==> src/rtl/cbus_arbiter.sv <==
// Two-master CBus arbiter: holds a grant for a whole transaction, 1-cycle arbitration, 1-cycle IDLE bubble between grants.
// Backpressure: o_ready/o_last pass straight through to the granted master; the other master sees ready=0 until its turn.
module cbus_arbiter #(
  parameter int RR     = 1,
  parameter int ADDR_W = 32,
  parameter int DATA_W = 32
) (
  input  logic                clk,
  input  logic                resetn,
  input  logic                m0_valid,
  input  logic                m0_is_write,
  input  logic [2:0]          m0_size,
  input  logic [ADDR_W-1:0]   m0_addr,
  input  logic [DATA_W/8-1:0] m0_strobe,
  input  logic [DATA_W-1:0]   m0_wdata,
  input  logic [3:0]          m0_len,
  output logic                m0_ready,
  output logic                m0_last,
  output logic [DATA_W-1:0]   m0_rdata,
  input  logic                m1_valid,
  input  logic                m1_is_write,
  input  logic [2:0]          m1_size,
  input  logic [ADDR_W-1:0]   m1_addr,
  input  logic [DATA_W/8-1:0] m1_strobe,
  input  logic [DATA_W-1:0]   m1_wdata,
  input  logic [3:0]          m1_len,
  output logic                m1_ready,
  output logic                m1_last,
  output logic [DATA_W-1:0]   m1_rdata,
  output logic                o_valid,
  output logic                o_is_write,
  output logic [2:0]          o_size,
  output logic [ADDR_W-1:0]   o_addr,
  output logic [DATA_W/8-1:0] o_strobe,
  output logic [DATA_W-1:0]   o_wdata,
  output logic [3:0]          o_len,
  input  logic                o_ready,
  input  logic                o_last,
  input  logic [DATA_W-1:0]   o_rdata
);

  typedef enum logic {IDLE, BUSY} state_t;

  state_t state;
  logic   grant;
  logic   last_grant;
  logic   next_grant;

  // On a tie, round-robin picks whoever did not win last; fixed priority always favours data.
  always_comb begin
    next_grant = m1_valid;
    if (m0_valid && m1_valid) begin
      next_grant = (RR != 0) ? ~last_grant : 1'b1;
    end
  end

  always_ff @(posedge clk or negedge resetn) begin
    if (!resetn) begin
      state      <= IDLE;
      grant      <= 1'b0;
      last_grant <= 1'b1;
    end else begin
      case (state)
        IDLE: begin
          if (m0_valid || m1_valid) begin
            state <= BUSY;
            grant <= next_grant;
          end
        end
        BUSY: begin
          if (o_valid && o_ready && o_last) begin
            state      <= IDLE;
            last_grant <= grant;
          end
        end
        default: state <= IDLE;
      endcase
    end
  end

  always_comb begin
    o_valid    = 1'b0;
    o_is_write = 1'b0;
    o_size     = '0;
    o_addr     = '0;
    o_strobe   = '0;
    o_wdata    = '0;
    o_len      = '0;
    m0_ready   = 1'b0;
    m0_last    = 1'b0;
    m0_rdata   = '0;
    m1_ready   = 1'b0;
    m1_last    = 1'b0;
    m1_rdata   = '0;
    if (state == BUSY) begin
      if (grant) begin
        o_valid    = m1_valid;
        o_is_write = m1_is_write;
        o_size     = m1_size;
        o_addr     = m1_addr;
        o_strobe   = m1_strobe;
        o_wdata    = m1_wdata;
        o_len      = m1_len;
        m1_ready   = o_ready;
        m1_last    = o_last;
        m1_rdata   = o_rdata;
      end else begin
        o_valid    = m0_valid;
        o_is_write = m0_is_write;
        o_size     = m0_size;
        o_addr     = m0_addr;
        o_strobe   = m0_strobe;
        o_wdata    = m0_wdata;
        o_len      = m0_len;
        m0_ready   = o_ready;
        m0_last    = o_last;
        m0_rdata   = o_rdata;
      end
    end
  end

endmodule

==> config.mk <==
export PLATFORM = sky130hd
export DESIGN_NAME = cbus_arbiter
export DESIGN_NICKNAME = d
export VERILOG_FILES = /design/src/rtl/cbus_arbiter.sv
export SDC_FILE = /design/constraint.sdc
export NUM_CORES = 1
export LEC_CHECK = 0
export BUFFER_PORTS_ARGS = -buffer_cell sky130_fd_sc_hd__buf_2
export CORE_AREA = 2 2 130 132
export DETAILED_ROUTE_END_ITERATION = 10
export DIE_AREA = 0 0 132 134
export SYNTH_ARGS = -nofsm -noshare
export SYNTH_HDL_FRONTEND = slang
export SYNTH_SLANG_ARGS = --single-unit
==> constraint.sdc <==
create_clock -name clk -period 3.1 [get_ports clk]
set_clock_uncertainty 0.2 [all_clocks]
set_input_delay 0.31 -clock clk [delete_from_list [all_inputs] [get_ports clk]]
set_output_delay 0.31 -clock clk [all_outputs]
set_load 0.01 [all_outputs]
==> results by group <==
Yosys
  • Main combinational cell family by area after synthesis: multiplexers
  • Cell variety after synth: 18
  • Avg Cell Area, Syn: 6.86 µm²
  • Compound-Gate Fraction of Synth Area: 0.555%
  • Count leader, synth: nor2_1
  • Post-synth top area cell: mux2i_1
  • Post-Syn Instances: 263
  • Post-synth net total: 453
  • Synthesis Warnings: 0
  • Post-synth EDFFs: 0
  • Sequential share of the synthesized area: 4.23%
  • Top post-synthesis cells by area: mux2i_1 43%, nor2_1 16%, and2_1 12%, and3_1 12%, buf_6 4.4%
  • Synthesized cell area: 1800 µm²
  • Most instantiated cells after synthesis: 79 x nor2_1, 77 x mux2i_1, 34 x and2_1, 34 x and3_1, 13 x clkbuf_1
  • Main synth FF type: dfrtp_1
  • Ys async rst share: 100%
  • Multiplexer area fraction after synthesis: 43.6%
  • Synth Area in XOR/XNOR: 0%
  • Share of the synthesized area in the top cell type: 42.7%
  • Simple-gate portion of the synthesized area: 41.6%
  • Adder-Cell Fraction of Synth Area: 0%
  • Yosys reg bits: 3

Worst hold path
  • Hold Path Depth: 3
  • Hold worst-path end: state$_DFF_PN0_
  • Hold crit path type: input pin to flip-flop
  • HP Start: m1_valid

Routing
  • Via/cell ratio: 3.70
  • Drt drc: 0
  • Routed via count: 2954
  • Detailed Route WL: 8.56 mm
  • DR pass1 iterations: 4
  • Starting DRT DRC Count: 118
  • Antenna viol nets, final: 0
  • WL/cell: 10.7 µm

Critical path
  • Startpoint type of the worst setup path: flip-flop
  • FF-to-FF path depth: 3
  • CP Capture Type: output port
  • R2r setup slk: 1220 ps
  • Crit path arrival time: 2000 ps
  • Setup CP Type: flip-flop to output port
  • Worst r2r src: grant$_DFFE_PN0P_
  • Max Fanout on Critical Path: 41
  • Critical R2R Capture: last_grant$_DFFE_PN1P_
  • Setup crit start: grant$_DFFE_PN0P_
  • Required time of the critical path: 2590 ps

Cells and area
  • Nets@finish: 769
  • Area grow syn2layout: 106%
  • Layout cells sized above 1: 59.9%
  • Fill cell total of the finished layout: 1793
  • Antenna diode count: 0
  • Final core utilization: 22.8%

CTS
  • CTS H-tree lvls: 1
  • Max clock buf depth: 2
  • CTS tree: yes
  • CTS root buffer: clkbuf_16
  • Post-cts sizing count: 0
  • # hold bufs at CTS: 1
  • Total CTS buffers: 3
  • Setup bufs post-CTS: 0
  • Clock Latency Late Sink: 220 ps
  • # clock sinks: 3
  • Worst-path clk slew: 30 ps

Place
  • IO buf count: 334
  • DP Wirelength: 7.13 mm
  • RePlAce Congestion: 0.753
  • Place WS: 799 ps

Global routing
  • Largest net degree at the start of global routing: 52
  • Tot GR Track Use: 8.29%
  • Vias in the first global route: 2532
  • Grt ovf: 0
  • Initial antenna violation count: 0
  • First-pass GRT wire length: 12.2 mm

STA
  • Final setup viols: 0
  • Sum Neg Setup Slack: 0 ps
  • Final Critical Period: 2510 ps
  • Slew at the pin with the worst max-slew slack: 648 ps
  • Final worst slack: 591 ps
  • Slew Viols, Final: 0
  • Slew HR: 56.8%
  • RSZ-0062 raised after global routing: no
  • Period utilization: 80.9%
  • Final Hold Viols: 0
  • FMAX: 399 MHz

Pwr
  • Leak: 2.39 nW
  • PwrDens: 653 nW/µm²
  • Peak VDD IR: 0.000218 V

Floorplan
  • Die area: 17700 µm²
  • Width of the die: 132 µm
  • Core Area: 16300 µm²
  • DIE HEIGHT: 134 µm
  • Row Count: 47
  • Ports: 335
  • Initial Utilization: 11.1%

Job
  • Max-cap violations: 0

Run status
  • Status: finished, final reports clean
cells in the final DEF, fill, tap and decap left out:
cell,instances
dlygate4sd3_1,1
nand2_1,2
mux2_4,1
dfrtp_1,1
a32o_1,1
buf_2,334
nor3_1,1
buf_4,3
clkbuf_16,3
buf_12,1
nand3_1,1
dfrtp_4,1
nor2_4,1
and2_1,34
clkbuf_1,1
nor2_1,79
mux2i_1,77
and3_1,34
dfstp_2,1
inv_4,1
area by class of cell:
type                            count  area [µm²]  area share (%)
Clock buffer                        4        78.8            2.12
Inverter                            1        6.26           0.169
Multi-Input combinational cell    231        1550            41.7
Sequential cell                     3        80.1            2.16
Tap cell                          220         275            7.42
Timing Repair Buffer              339        1720            46.5
registers in the layout, indices dropped and copies added (netlist names):
register and count:
grant 1, last_grant 1, state 1
critical path, stage by stage (launching register included):
cell and delay [ps]:
dfrtp_4 840, buf_4 460, mux2i_1 230, nor2_1 50, buf_2 150
where the power goes:
part / leakage [nW] / internal (mW) / switching (mW)
Combinational: 2.33 / 0.992 / 1.04
Sequential: 0.0310 / 0.0618 / 0.127
Clock: 0.0382 / 0.170 / 0.0370
Total: 2.39 / 1.22 / 1.20
cell families (layout without fill, tap and decap cells):
| kind of cell | Yosys count | in the layout |
|---|---|---|
| muxes | 78 | 78 |
| and+or+nand+nor | 152 | 152 |
| DFF | 3 | 3 |
| AOI/OAI and AO/OA | 1 | 1 |
| buffers and inverters | 29 | 344 |
metal layers:
metal	track usage, %	part of all wire (%)
met1	8.37	36
met2	17.2	55
met3	2.04	9.1
met4	1.27	0.22
met5	0	0
metrics by stage:
step / cell area, µm² / power (mW) / hold WS, ps / instances
6_report: 3710 / 2.42 / 144 / 798
5_1_grt: 3710 / 2.63 / 160 / 798
4_1_cts: 3710 / 2.46 / 139 / 798
3_5_place_dp: 3620 / 2.24 / -91.3 / 793
3_3_place_gp: 3620 / 2.24 / -90.2 / 793
2_1_floorplan: 1800 / 1.54 / -186 / 263
worst max-delay path by stage:
stage               cells past startpoint  slack, ps          end
floorplan                               5       1550    o_addr[0]
global placement                        4        810  o_wdata[11]
detailed placement                      4        800   o_wdata[4]
CTS                                     4        570   o_wdata[4]
global route                            4        440  o_wdata[12]
finish                                  4        590   o_wdata[5]
Power figures use the tool's default switching activity.
